**src/rtl/lenet_layer_seq.sv**
```systemverilog
// rtl/lenet_layer_seq.sv - frame-level start/done sequencer for the LeNet layer controllers (optional watchdog: LAYER_TIMEOUT_EN)
module lenet_layer_seq #(
    parameter int N_LAYERS = 5,
    parameter int IDX_W    = 3,
    parameter int TO_W     = 16,
    parameter int TIMEOUT  = 40000
) (
    input  logic                clk,
    input  logic                rst,
    input  logic                frame_start,
    input  logic [N_LAYERS-1:0] layer_done,
    input  logic                err_clr,
    output logic [N_LAYERS-1:0] layer_start,
    output logic [IDX_W-1:0]    layer_idx,
    output logic                busy,
    output logic                frame_done,
    output logic                drop_err,
    output logic                err_timeout,
    output logic [IDX_W-1:0]    err_layer
);

    localparam logic [IDX_W-1:0] LAST_IDX = IDX_W'(N_LAYERS - 1);

    typedef enum logic [2:0] {
        S_IDLE,
        S_START,
        S_WAIT,
`ifdef LAYER_TIMEOUT_EN
        S_DONE,
        S_ERR
`else
        S_DONE
`endif
    } state_t;

    state_t              state;
    logic                pending;
    logic [N_LAYERS-1:0] idx_mask;
    logic                done_hit;
    logic                req_busy;

    // One-hot select of the current layer; used for both start and done matching.
    assign idx_mask = N_LAYERS'(1) << layer_idx;
    assign done_hit = |(layer_done & idx_mask);
    assign req_busy = frame_start && (state != S_IDLE);

`ifdef LAYER_TIMEOUT_EN
    logic [TO_W-1:0] wdog;
`else
    logic unused_cfg;
    assign unused_cfg  = err_clr | (TIMEOUT == TO_W);
    assign err_timeout = 1'b0;
    assign err_layer   = '0;
`endif

    // Sequencer FSM, pending/drop bookkeeping and optional watchdog.
    always_ff @(posedge clk) begin
        if (rst) begin
            state     <= S_IDLE;
            layer_idx <= '0;
            pending   <= 1'b0;
            drop_err  <= 1'b0;
`ifdef LAYER_TIMEOUT_EN
            wdog        <= '0;
            err_timeout <= 1'b0;
            err_layer   <= '0;
`endif
        end else begin
            // A request that arrives while busy is held once; a second one is lost.
            if (req_busy) begin
                if (pending) begin
                    drop_err <= 1'b1;
                end else begin
                    pending <= 1'b1;
                end
            end

            case (state)
                S_IDLE: begin
                    // pending can only be set here after an error was cleared.
                    if (frame_start || pending) begin
                        layer_idx <= '0;
                        pending   <= 1'b0;
                        state     <= S_START;
`ifdef LAYER_TIMEOUT_EN
                        err_timeout <= 1'b0;
                        err_layer   <= '0;
`endif
                    end
                end
                S_START: begin
                    // Done pulses in the start cycle are deliberately not looked at.
                    state <= S_WAIT;
`ifdef LAYER_TIMEOUT_EN
                    wdog <= '0;
`endif
                end
                S_WAIT: begin
                    if (done_hit) begin
                        if (layer_idx == LAST_IDX) begin
                            state <= S_DONE;
                        end else begin
                            layer_idx <= layer_idx + IDX_W'(1);
                            state     <= S_START;
                        end
`ifdef LAYER_TIMEOUT_EN
                    end else if (wdog == TO_W'(TIMEOUT - 1)) begin
                        state       <= S_ERR;
                        err_timeout <= 1'b1;
                        err_layer   <= layer_idx;
                        pending     <= 1'b0;
                    end else begin
                        wdog <= wdog + TO_W'(1);
`endif
                    end
                end
                S_DONE: begin
                    // A request held or arriving now is served back-to-back.
                    if (pending || frame_start) begin
                        pending   <= 1'b0;
                        layer_idx <= '0;
                        state     <= S_START;
                    end else begin
                        state <= S_IDLE;
                    end
                end
`ifdef LAYER_TIMEOUT_EN
                S_ERR: begin
                    if (err_clr) begin
                        state <= S_IDLE;
                    end
                end
`endif
                default: state <= S_IDLE;
            endcase
        end
    end

    // Outputs decode only registered state: no input-to-output combinational path.
    assign layer_start = (state == S_START) ? idx_mask : '0;
    assign busy        = (state != S_IDLE);
    assign frame_done  = (state == S_DONE);

endmodule

```
**config.mk**
```make
export PLATFORM = sky130hd
export DESIGN_NAME = lenet_layer_seq
export DESIGN_NICKNAME = d
export VERILOG_FILES = /design/src/rtl/lenet_layer_seq.sv
export SDC_FILE = /design/constraint.sdc
export NUM_CORES = 1
export LEC_CHECK = 0
export ABC_CLOCK_PERIOD_IN_PS = 4500
export CAP_MARGIN = 30
export CORE_MARGIN = 2
export CORE_UTILIZATION = 40
export DETAILED_ROUTE_END_ITERATION = 10
export PLACE_DENSITY = 0.76
export SLEW_MARGIN = 20
export SYNTH_ARGS = -nofsm -noshare
export SYNTH_HDL_FRONTEND = slang
export SYNTH_SLANG_ARGS = --single-unit
```
**constraint.sdc**
```tcl
create_clock -name clk -period 4.5 [get_ports clk]
set_input_delay 1.125 -clock clk [delete_from_list [all_inputs] [get_ports clk]]
set_output_delay 1.125 -clock clk [all_outputs]
set_load 0.05 [all_outputs]
```
==> metrics.yaml <==
run_status:
  status: "completed"
floorplanning:
  start_util_pct: 43.5
  dieArea_um2: 1750
  placement_rows: 13
  die_y_um: 41.9
  die_w_um: 41.9
  core_area_um2: 1320
  ios: 24
power:
  p_leak_nw: 0.327
  clock_power_share_pct: 15.4
  switching_share_pct: 47.1
  p_int_uw: 195
  p_total_uw: 369
  combPwrFrac_pct: 61.2
  p_sw_uw: 174
  ir_drop_mv: 0.340
  p_per_area_nw_per_um2: 474
  p_seq_share_pct: 23.5
synthesis:
  async_reset_ff_share_pct: 0
  synth_top_cell_area_share_pct: 24.5
  synthFlopType: "dfxtp_1"
  synth-seq-cells: 7
  synth_area_leaders: "dfxtp_1 24%, ha_1 20%, buf_4 5.2%, a21oi_1 4.4%, inv_1 3.9%"
  yosysSeqAreaShare_pct: 24.5
  synth_top_family_by_area: "compound AO/OA/AOI/OAI gates"
  synth-xor-area-share_pct: 0
  synth_enable_flop_cells: 0
  synth-compound-area-share_pct: 24.7
  synthAdderAreaFrac_pct: 19.7
  synthCells: 65
  synth_area_um2: 573
  yosysTopAreaCell: "dfxtp_1"
  synthMuxAreaShare_pct: 3.49
  synth.avg_cell_area_um2: 8.82
  yosysWarnings: 0
  yosys.area_share.simple_pct: 17.9
  synthDistinctLibCells: 26
timing:
  layout_setup_ws_ns: 1.34
  timing.final.crit_period_ns: 3.16
  skew_ns: 0.00693
  max_freq_mhz: 316
  setup_tns_ns: 0
  fin_crit_sh_pct: 70.3
  slew_violations: 0
  hold_ws_ns: 0.472
  finalHoldViolCount: 0
  setup_viol: 0
  rsz0062_at_grt: "no"
cells_and_area:
  drive_gt1_share_pct: 11.6
  num-fill-cells: 117
  final_common_cell: "clkdlybuf4s50_1"
  synthToLayoutAreaGrowth_pct: 36.0
  layout_common_cells: "18 x clkdlybuf4s50_1, 9 x ha_1, 7 x dfxtp_1, 6 x inv_1, 5 x a21oi_1"
  n_antenna_cell: 0
  layout.nets: 105
  fin_util_pct: 59.2
grt:
  grt_overflow: 0
  grt_pass1_vias: 472
  grt_pass1_wl_mm: 1.91
  grtUsageTotal_pct: 14.2
  antenna_found_initial: 0
  grt_max_degree: 10
setup_path:
  worstPathArrival_ns: 2.04
  cp_cell_sequence: "inv_1, ha_1, nor2b_1, and2_2, clkdlybuf4s50_1"
  crit_family: "buffers and inverters"
  rr_endpoint: "state[0]$_SDFFE_PP0P_"
  cp-end-kind: "output port"
  reg2regPathDepth: 6
  critPathSlowestCell: "clkdlybuf4s50_1"
  rrSetupSlack_ns: 2.67
  timing.rr.start: "layer_idx[0]$_SDFFE_PP0P_"
  worst-path-buf-inv: 2
  crit_type: "reg -> out"
  critical_path.max_fanout: 4
  critical_path.max_stage_delay_ns: 0.79
  start_kind: "flip-flop"
  crit_required_ns: 3.38
clock_network:
  postCtsSetupRepairBufs: 0
  cts-resized-gates: 0
  cts_root_buffer: "clkbuf_4"
  clk_pin_slew_ns: 0.06
  cts_tree: "yes"
  clk_path_buf_depth: 2
  clkLatencyLatePin_ns: 0.25
  cts_sinks: 7
  cts-htree-levels: 1
  numCtsBuffers: 3
  cts_hold_buf: 0
drt:
  ant_nets: 0
  finalWirelength_mm: 1.13
  drt_iter0_markers: 14
  num_vias: 506
  drc_errors: 0
  firstDrtPassIters: 4
  via_per_inst: 5.01
  wl_per_cell_um: 11.2
place:
  port_buffers: 18
  gp_congestion: 0.740
  pre_cts_slack_ns: 1.61
  hpwl_um: 835
flow_run:
  drv_cap: 0
min_path:
  min_from: "drop_err$_SDFFE_PP0P_"
  hold_end: "drop_err$_SDFFE_PP0P_"
  worst_hold_path_type: "reg -> reg"
  min_delay_path_depth: 2
## stage by stage
stage | cell area (um^2) | cells
finish | 779 | 101
detailed placement | 753 | 97
floorplan | 584 | 68
CTS | 779 | 101
global route | 779 | 101
global placement | 753 | 97
## cell families after synthesis
group	Yosys count
adder cells (fa/ha/maj)	9
multiplexers	2
AND/OR/NAND/NOR	18
other	1
AO/OA/AOI/OAI	18
buffers and inverters	10
flip-flops	7
## power by group through the flow
| stage | Sequential, mW | Clock, mW | Combinational, mW |
|---|---|---|---|
| after detailed placement | 0.0876 | 0 | 0.224 |
| after CTS | 0.0871 | 0.0589 | 0.228 |
| after floorplan | 0.0986 | 0 | 0.157 |
| after global placement | 0.0870 | 0 | 0.223 |
| after global routing | 0.0891 | 0.0630 | 0.242 |
| final | 0.0867 | 0.0567 | 0.226 |
## cell usage after synthesis (all sizes together), types with 3 or more instances
library cell and count:
ha 9, dfxtp 7, inv 6, a21oi 5
and2 4, buf 4, a211oi 3, nand2 3
nor2b 3
## state kept, by name (all words and copies together) (netlist names)
signal and cells:
pending 1, state 2, layer_idx 3, drop_err 1
## worst register-to-register path, cell delays in order (launching register included)
cell,delay [ns]
dfxtp_1,0.37
inv_1,0.11
ha_1,0.28
a222oi_1,0.47
o211ai_2,0.17
o31a_2,0.16
o21a_1,0.17
## final cells by class
class | instances | area (um^2) | area share (%)
Clock buffer | 4 | 26.3 | 3.37
Multi-Input combinational cell | 51 | 392 | 50.2
Inverter | 6 | 22.5 | 2.89
Sequential cell | 7 | 140 | 18.0
Tap cell | 15 | 18.8 | 2.41
Timing Repair Buffer | 18 | 180 | 23.1
## layer usage
| metal | vias up | track usage, % | wire length, um |
|---|---|---|---|
| li1 | 265 | - | - |
| met1 | 216 | 16.4 | 516 |
| met2 | 21 | 21.9 | 506 |
| met3 | 4 | 3.48 | 86 |
| met4 | 0 | 11.6 | 23 |
| met5 | - | 0 | 0 |
## how the worst max path moves through the flow
| stage | cells past startpoint | start | slack (ns) | endpoint |
|---|---|---|---|---|
| CTS | 5 | state[1]$_SDFFE_PP0P_ | 1.31 | layer_start[0] |
| finish | 5 | state[1]$_SDFFE_PP0P_ | 1.34 | layer_start[0] |
| detailed placement | 5 | state[1]$_SDFFE_PP0P_ | 1.61 | layer_start[0] |
| floorplan | 3 | layer_idx[1]$_SDFFE_PP0P_ | 1.88 | layer_start[3] |
| global route | 5 | state[1]$_SDFFE_PP0P_ | 1.24 | layer_start[1] |
| global placement | 5 | state[1]$_SDFFE_PP0P_ | 1.64 | layer_start[0] |
Note: power is estimated with default switching activity, not from simulation.
